--- config.mk ---
export PLATFORM = sky130hd
export DESIGN_NAME = bsg_credit_counter_down
export DESIGN_NICKNAME = d
export VERILOG_FILES = /design/src/rtl/bsg_credit_counter_down.sv
export SDC_FILE = /design/constraint.sdc
export NUM_CORES = 1
export LEC_CHECK = 0
export CORE_AREA = 2 2 39 41
export DETAILED_ROUTE_END_ITERATION = 10
export DIE_AREA = 0 0 41 43
export GPL_ROUTABILITY_DRIVEN = 0
export HOLD_SLACK_MARGIN = 0.12
export PLACE_DENSITY = 0.7
export SYNTH_ARGS = -nofsm -noshare
export SYNTH_HDL_FRONTEND = slang
export SYNTH_SLANG_ARGS = --single-unit
--- constraint.sdc ---
create_clock -name clk_i -period 2.7 [get_ports clk_i]
set_clock_uncertainty 0.15 [all_clocks]
set_input_delay 0.27 -clock clk_i [delete_from_list [all_inputs] [get_ports clk_i]]
set_output_delay 0.27 -clock clk_i [all_outputs]
set_load 0.01 [all_outputs]
--- src/rtl/bsg_credit_counter_down.sv ---
// Sender-side credit counter with a flush/drain FSM that blocks sends until every credit is back.
// Optional sticky underflow/overflow flag: define BSG_CREDIT_COUNTER_ERROR_EN.
module bsg_credit_counter_down #(
  parameter int max_val_p  = 15,
  parameter int init_val_p = max_val_p,
  parameter int max_step_p = 1,
  localparam int ptr_w  = $clog2(max_val_p+1),
  localparam int step_w = $clog2(max_step_p+1)
) (
  input  logic              clk_i,
  input  logic              reset_i,
  input  logic              set_i,
  input  logic [ptr_w-1:0]  val_i,
  input  logic              down_i,
  input  logic [step_w-1:0] up_i,
  input  logic              flush_i,
  output logic [ptr_w-1:0]  count_o,
  output logic              avail_o,
  output logic              drained_o,
  output logic              error_o
);

  localparam logic [ptr_w:0]   max_c  = (ptr_w+1)'(max_val_p);
  localparam logic [ptr_w-1:0] init_c = ptr_w'(init_val_p);

  typedef enum logic [1:0] {IDLE, DRAIN, DONE} state_e;

  state_e           state_r, state_n;
  logic [ptr_w-1:0] count_r, count_n;
  logic [ptr_w:0]   sum;
  logic             dec, underflow, overflow, drained_r;

  // One extra bit of headroom so a large credit return cannot wrap before saturation.
  always_comb begin
    dec       = down_i && (count_r != '0);
    underflow = 1'b0;
    overflow  = 1'b0;
    sum       = '0;
    if (set_i) begin
      sum = {1'b0, val_i};
    end else begin
      sum       = {1'b0, count_r} - (ptr_w+1)'(dec) + (ptr_w+1)'(up_i);
      underflow = down_i && (count_r == '0);
      overflow  = (sum > max_c);
    end
    count_n = (sum > max_c) ? max_c[ptr_w-1:0] : sum[ptr_w-1:0];
  end

  // Drain completion looks at the registered count, not the incoming update.
  always_comb begin
    state_n = state_r;
    case (state_r)
      IDLE:    if (flush_i) state_n = DRAIN;
      DRAIN:   if ({1'b0, count_r} == max_c) state_n = DONE;
      DONE:    state_n = IDLE;
      default: state_n = IDLE;
    endcase
  end

  always_ff @(posedge clk_i) begin
    if (reset_i) begin
      count_r   <= init_c;
      state_r   <= IDLE;
      drained_r <= 1'b0;
    end else begin
      count_r   <= count_n;
      state_r   <= state_n;
      drained_r <= (state_n == DONE);
    end
  end

  assign count_o   = count_r;
  assign avail_o   = (count_r != '0) && (state_r == IDLE);
  assign drained_o = drained_r;

`ifdef BSG_CREDIT_COUNTER_ERROR_EN
  logic error_r;

  always_ff @(posedge clk_i) begin
    if (reset_i)                    error_r <= 1'b0;
    else if (underflow || overflow) error_r <= 1'b1;
  end

  assign error_o = error_r;

`ifndef SYNTHESIS
  logic [31:0] cycle_r;

  always_ff @(posedge clk_i) begin
    if (reset_i) cycle_r <= '0;
    else         cycle_r <= cycle_r + 32'd1;
  end

  always_ff @(posedge clk_i) begin
    if (!reset_i) begin
      if (underflow) $error("bsg_credit_counter_down: underflow (down at zero) cycle %0d", cycle_r);
      if (overflow)  $error("bsg_credit_counter_down: overflow (sum %0d) cycle %0d", sum, cycle_r);
    end
  end
`endif
`else
  logic unused_err;
  assign unused_err = underflow ^ overflow;
  assign error_o    = 1'b0;
`endif

endmodule

### Word level (Yosys, flattened, before mapping)

Index checks and enable logic that the tools add are counted.

* bits of input ports: 10
* output and inout bits: 7
* register bits: 7

* magnitude comparators: 1
* equal/unequal tests: 3
* add/sub/neg operators: 2
* reductions and logical operators: 5
* multiplexer cells: 4

Operator list (number)
* $add 5x1->5: 1
* $gt 5x4->1 const B: 1
* $mux 5: 1
* $sub 4x1->5: 1
* $eq 4x4->1 const B: 1
* $mux 2: 2
* $pmux 2 s2: 1
* $reduce_bool 4->1: 1
* $eq 2x1->1 const B: 1
* $eq 2x2->1 const B: 1
* $logic_and 1x1->1: 2
* $logic_not 2->1: 1
* $reduce_or 2->1: 1

### Depth between registers and ports, before layout

* word-level depth: 7
* gate-level depth with buffers: 11

### Least setup slack after synthesis

Ideal clock, no wire load.

* path type: reg-to-reg
* start point: reg count_r[2], in the netlist count_o[2]
* end point: reg count_r[3], in the netlist count_o[3]
* library setup time: 0.081 ns
* clock period less this slack: 2.751 ns
* setup slack: -0.051 ns
* arrival time: 2.521 ns
* cell stages (with the launch flop): 12
* cell sequence: dfxtp_1 inv_1 ha_1 and3_1 nor2b_1 ha_1 inv_1 ha_1 fa_1 and3b_1 or4_4 a41oi_1

* cells in the longest elaborated chain, start to end: 7

RTL lines
* start: declaration: line 29 `logic [ptr_w-1:0] count_r, count_n;`
* start signal: assignment: line 62 `count_r <= init_c;`
* start signal: assignment: line 66 `count_r <= count_n;`
* $reduce_bool 4->1: line 35 `dec = down_i && (count_r != '0);`
* $logic_and 1x1->1: line 35
* $sub 4x1->5 *: line 42 `sum = {1'b0, count_r} - (ptr_w+1)'(dec) + (ptr_w+1)'(up_i);`
* $add 5x1->5 *: line 42
* $mux 5 *: line 39 `if (set_i) begin`
* $gt 5x4->1: line 46 `count_n = (sum > max_c) ? max_c[ptr_w-1:0] : sum[ptr_w-1:0];`
* $reduce_or 2->1 (no source line)

Every way passes the cells marked *; elsewhere a longest branch is shown, timed or not.
A chain may end at the register's enable or synchronous reset.

### Final worst setup path

* start point: reg count_r[3], in the netlist count_o[3]
* end point: reg count_r[3], in the netlist count_o[3]

The elaborated chain is that of the path after synthesis.

==> metrics.log <==
INFO  metric die_h = about 43 um
INFO  metric drt_pre_antenna_iters = 3
INFO  metric insertion_delay = around 0.25 ns
INFO  metric worst-path-stages = 11
INFO  metric grt.total_usage = between 10% and 20%
INFO  metric max_freq = approximately 370 MHz
INFO  metric layout_setup_ws = -0.00273 ns
INFO  metric post-synth-top-area-cell = sky130_fd_sc_hd__dfxtp_1
INFO  metric detailedPlacementHpwl = around 970 um
INFO  metric cp_cell_sequence = inv_2 > ha_4 > and3_4 > nor2b_1 > ha_1 > inv_2 > ha_4 > fa_2 > and3b_1 > or4_4 > a41oi_2
INFO  metric grt_max_degree = 11
INFO  metric detail_route.wl_per_cell = 13.0 um
INFO  metric timing.critical_path.required = roughly 2.7 ns
INFO  metric post_synth_main_area_contributors = sky130_fd_sc_hd__dfxtp_1 28%, sky130_fd_sc_hd__ha_1 18%, sky130_fd_sc_hd__nor3b_1 6.1%
INFO  metric finalWirelength = between 1000 and 1500 um
INFO  metric core_area = 1380 sq um
INFO  metric cellLeakagePower = approximately 0.35 nW
INFO  metric regToRegStartpoint = count_o[3]
INFO  metric cts_buffer_depth = 2
INFO  metric syn_avg_cell_area = around 9.3 sq um
INFO  metric worstSetupPathType = flip-flop to flip-flop
INFO  metric r2r_slack = -0.003 ns
INFO  metric mostFrequentLayoutCell = sky130_fd_sc_hd__clkdlybuf4s50_1
INFO  metric tritoncts = built
INFO  metric path_buf_inv = 2
INFO  metric first_global_vias = between 400 and 500
INFO  metric post_synth_inst_count = 53
INFO  metric vdd.ir_drop.worst = a little under 300 uV
INFO  metric drtAntennaViolNets = 0
INFO  metric n_fill_cell = about 110
INFO  metric cts_h_tree_depth = 1
INFO  metric timing.critical_path.slowest_stage_cell = sky130_fd_sc_hd__or4_4
INFO  metric cts.clk_slew.worst_paths = about 0.05 ns
INFO  metric grt_antenna_before_repair = 0
INFO  metric dr_drc_count = 0
INFO  metric avgViaCountPerCell = between 5 and 6
INFO  metric drive_above_1_share = 34.1%
INFO  metric power_density = between 500 and 600 nW/um^2
INFO  metric worst_path_dominant_cell_family = adder cells
INFO  metric rsz0062_at_grt = true
INFO  metric post-place-cells = between 90 and 100
INFO  metric io-pin-count = 17
INFO  metric overall_overflow_remaining_after_global_route = 0
INFO  metric tritoncts_num_sinks = 7
INFO  metric placement.io_buffers = 15
INFO  metric timing.critical_path.to_type = flip-flop
INFO  metric crit_arrival = about 2.7 ns
INFO  metric hold_buffers = 0
INFO  metric finalHoldViolations = 0
INFO  metric initial_utilization = between 30% and 40%
INFO  metric timing_max_transition_violations_final = 0
INFO  metric flow.area_growth_from_synthesis = 66.2%
INFO  metric antenna_cells = 0
INFO  metric fin_nets = between 100 and 150
INFO  metric grt_pass1_wl = around 2000 um
INFO  metric dieArea = about 1800 sq um
INFO  metric layout.cells.most_common_list = 15 x sky130_fd_sc_hd__clkdlybuf4s50_1, 12 x sky130_fd_sc_hd__buf_4, 5 x sky130_fd_sc_hd__ha_1, 5 x sky130_fd_sc_hd__dfxtp_1
INFO  metric synth_top_area_share = between 20% and 30%
INFO  metric drt-initial-drc-count = 3
INFO  metric period_minus_slack = about 2.7 ns
INFO  metric layoutNonFillerInstCount = slightly below 100
INFO  metric min_path_type = flip-flop to flip-flop
INFO  metric synth.lib_cells_used.distinct = 26
INFO  metric critical_path.max_fanout = 4
INFO  metric die_x = 41 um
INFO  metric maxCapViolCount = 0
INFO  metric critical_path.startpoint = count_o[3]
INFO  metric ys_ff_latch = 7
INFO  metric r2r_cells = 11
INFO  metric core.rowCount = 14
INFO  metric outcome = finished, violations left
INFO  metric total_number_of_vias = about 500
INFO  metric fin_crit_sh = 100%
INFO  metric critical-path-max-stage-delay = between 0.5 and 0.6 ns
INFO  metric endpoint_of_the_most_critical_setup_path = count_o[3]
INFO  metric yosys_warnings = 0
INFO  metric setup_viol = 1
INFO  metric timing.critical_path.from_type = flip-flop
INFO  metric clk_root_buffer_cell = sky130_fd_sc_hd__clkbuf_4
INFO  metric sequential_element_share_of_the_synthesized_area = 28.5%
INFO  metric failed_checks = setup timing
INFO  metric cts-buffers-inserted = 3
INFO  metric finalSetupTns = -0.00273 ns
INFO  metric netlist_area_before_placement = ~500 sq um
INFO  metric postSynthNetCount = slightly above 70
INFO  metric worstReg2RegEnd = count_o[3]
## sequential cells by signal, indices dropped and copies added, names as in the netlist
| register | count |
|---|---|
| count_o | 4 |
| drained_o | 1 |
| state_r | 2 |
## through the flow
step / utilization, % / setup WS, ns / area [sq um] / total power, mW / hold WS (ns)
2_1_floorplan: - / 0.00567 / 494 / 0.241 / 0.295
3_3_place_gp: 52.6 / -0.111 / 728 / 0.337 / 0.321
3_5_place_dp: 52.6 / -0.113 / 728 / 0.342 / 0.330
4_1_cts: 55.8 / 0.0334 / 772 / 0.449 / 0.338
5_1_grt: 59.0 / -0.0873 / 817 / 0.504 / 0.369
6_report: 59.0 / -0.00273 / 817 / 0.468 / 0.338
## per-layer routing
metal	vias up	share of wire [%]	track usage, %
met2	15	54	30.3
met5	-	0	0
li1	249	-	-
met3	6	5.0	4.71
met4	0	3.5	12.0
met1	227	37	15.4
## what timing repair did
| item | CTS | global route |
|---|---|---|
| setup buffers | 0 | 2 |
| gates resized for setup | 3 | 8 |
| endpoints found under the setup margin | 4 | 4 |
| cloned | 0 | 0 |
| pin swaps | 1 | 9 |
## report_power, final
part	switching (mW)	internal (mW)	total, mW	leakage, nW
clock	0.0388	0.0564	0.0952	0.0150
sequential	0.0103	0.118	0.129	0.0572
combinational	0.108	0.136	0.244	0.275
total	0.157	0.311	0.468	0.347
## synth_stat cells
master                     number
sky130_fd_sc_hd__dfxtp_1        7
sky130_fd_sc_hd__ha_1           7
sky130_fd_sc_hd__inv_1          6
sky130_fd_sc_hd__nor3_1         4
sky130_fd_sc_hd__nor3b_1        4
sky130_fd_sc_hd__a31oi_1        2
sky130_fd_sc_hd__a41oi_1        2
sky130_fd_sc_hd__nor2_1         2
sky130_fd_sc_hd__nor4b_1        2
sky130_fd_sc_hd__a211oi_1       1
sky130_fd_sc_hd__and2b_4        1
sky130_fd_sc_hd__and3_1         1
sky130_fd_sc_hd__and3b_1        1
sky130_fd_sc_hd__buf_4          1
sky130_fd_sc_hd__clkbuf_1       1
sky130_fd_sc_hd__conb_1         1
sky130_fd_sc_hd__fa_1           1
sky130_fd_sc_hd__mux2i_1        1
sky130_fd_sc_hd__nand3_1        1
sky130_fd_sc_hd__nor2b_1        1
sky130_fd_sc_hd__o21a_1         1
sky130_fd_sc_hd__o21ai_0        1
sky130_fd_sc_hd__o21bai_1       1
sky130_fd_sc_hd__o31ai_1        1
sky130_fd_sc_hd__or4_4          1
sky130_fd_sc_hd__xnor2_1        1
## cell families (layout without fill, tap and decap cells)
kind of cell | count (synthesis) | after routing | synth area share (%)
AOI/OAI and AO/OA | 9 | 9 | 13.2
xor gates and xnor gates | 1 | 1 | 1.78
adders and majority gates | 8 | 8 | 21.9
buffers and inverters | 8 | 37 | 6.87
DFF | 7 | 7 | 28.5
muxes | 1 | 1 | 2.04
other | 1 | 1 | 0.763
and+or+nand+nor | 18 | 18 | 24.9
## worst min-delay path by stage
stage               start          to  slack [ns]  depth (start not counted)
6_report       state_r[1]  state_r[1]        0.34                          1
2_1_floorplan    val_i[0]  count_o[0]        0.30                          2
5_1_grt        state_r[1]   drained_o        0.37                          1
3_5_place_dp   state_r[1]  state_r[1]        0.33                          1
4_1_cts        state_r[1]  state_r[1]        0.34                          1
3_3_place_gp   state_r[1]  state_r[0]        0.32                          1
## final cells by class
| cell class | instances | area, sq um | area share (%) |
|---|---|---|---|
| Multi-Input combinational cell | 38 | 365 | 44.7 |
| Timing Repair Buffer | 27 | 240 | 29.4 |
| Sequential cell | 7 | 143 | 17.5 |
| Clock buffer | 4 | 26.3 | 3.22 |
| Inverter | 6 | 22.5 | 2.76 |
| Tap cell | 16 | 20.0 | 2.45 |
## worst reg2reg max path: stages, from the launching register on
cell,delay [ns]
sky130_fd_sc_hd__dfxtp_2,0.32
sky130_fd_sc_hd__inv_2,0.07
sky130_fd_sc_hd__ha_4,0.12
sky130_fd_sc_hd__and3_4,0.16
sky130_fd_sc_hd__nor2b_1,0.04
sky130_fd_sc_hd__ha_1,0.28
sky130_fd_sc_hd__inv_2,0.05
sky130_fd_sc_hd__ha_4,0.16
sky130_fd_sc_hd__fa_2,0.39
sky130_fd_sc_hd__and3b_1,0.20
sky130_fd_sc_hd__or4_4,0.52
sky130_fd_sc_hd__a41oi_2,0.16
No activity file was read; power rests on OpenSTA's default activity.
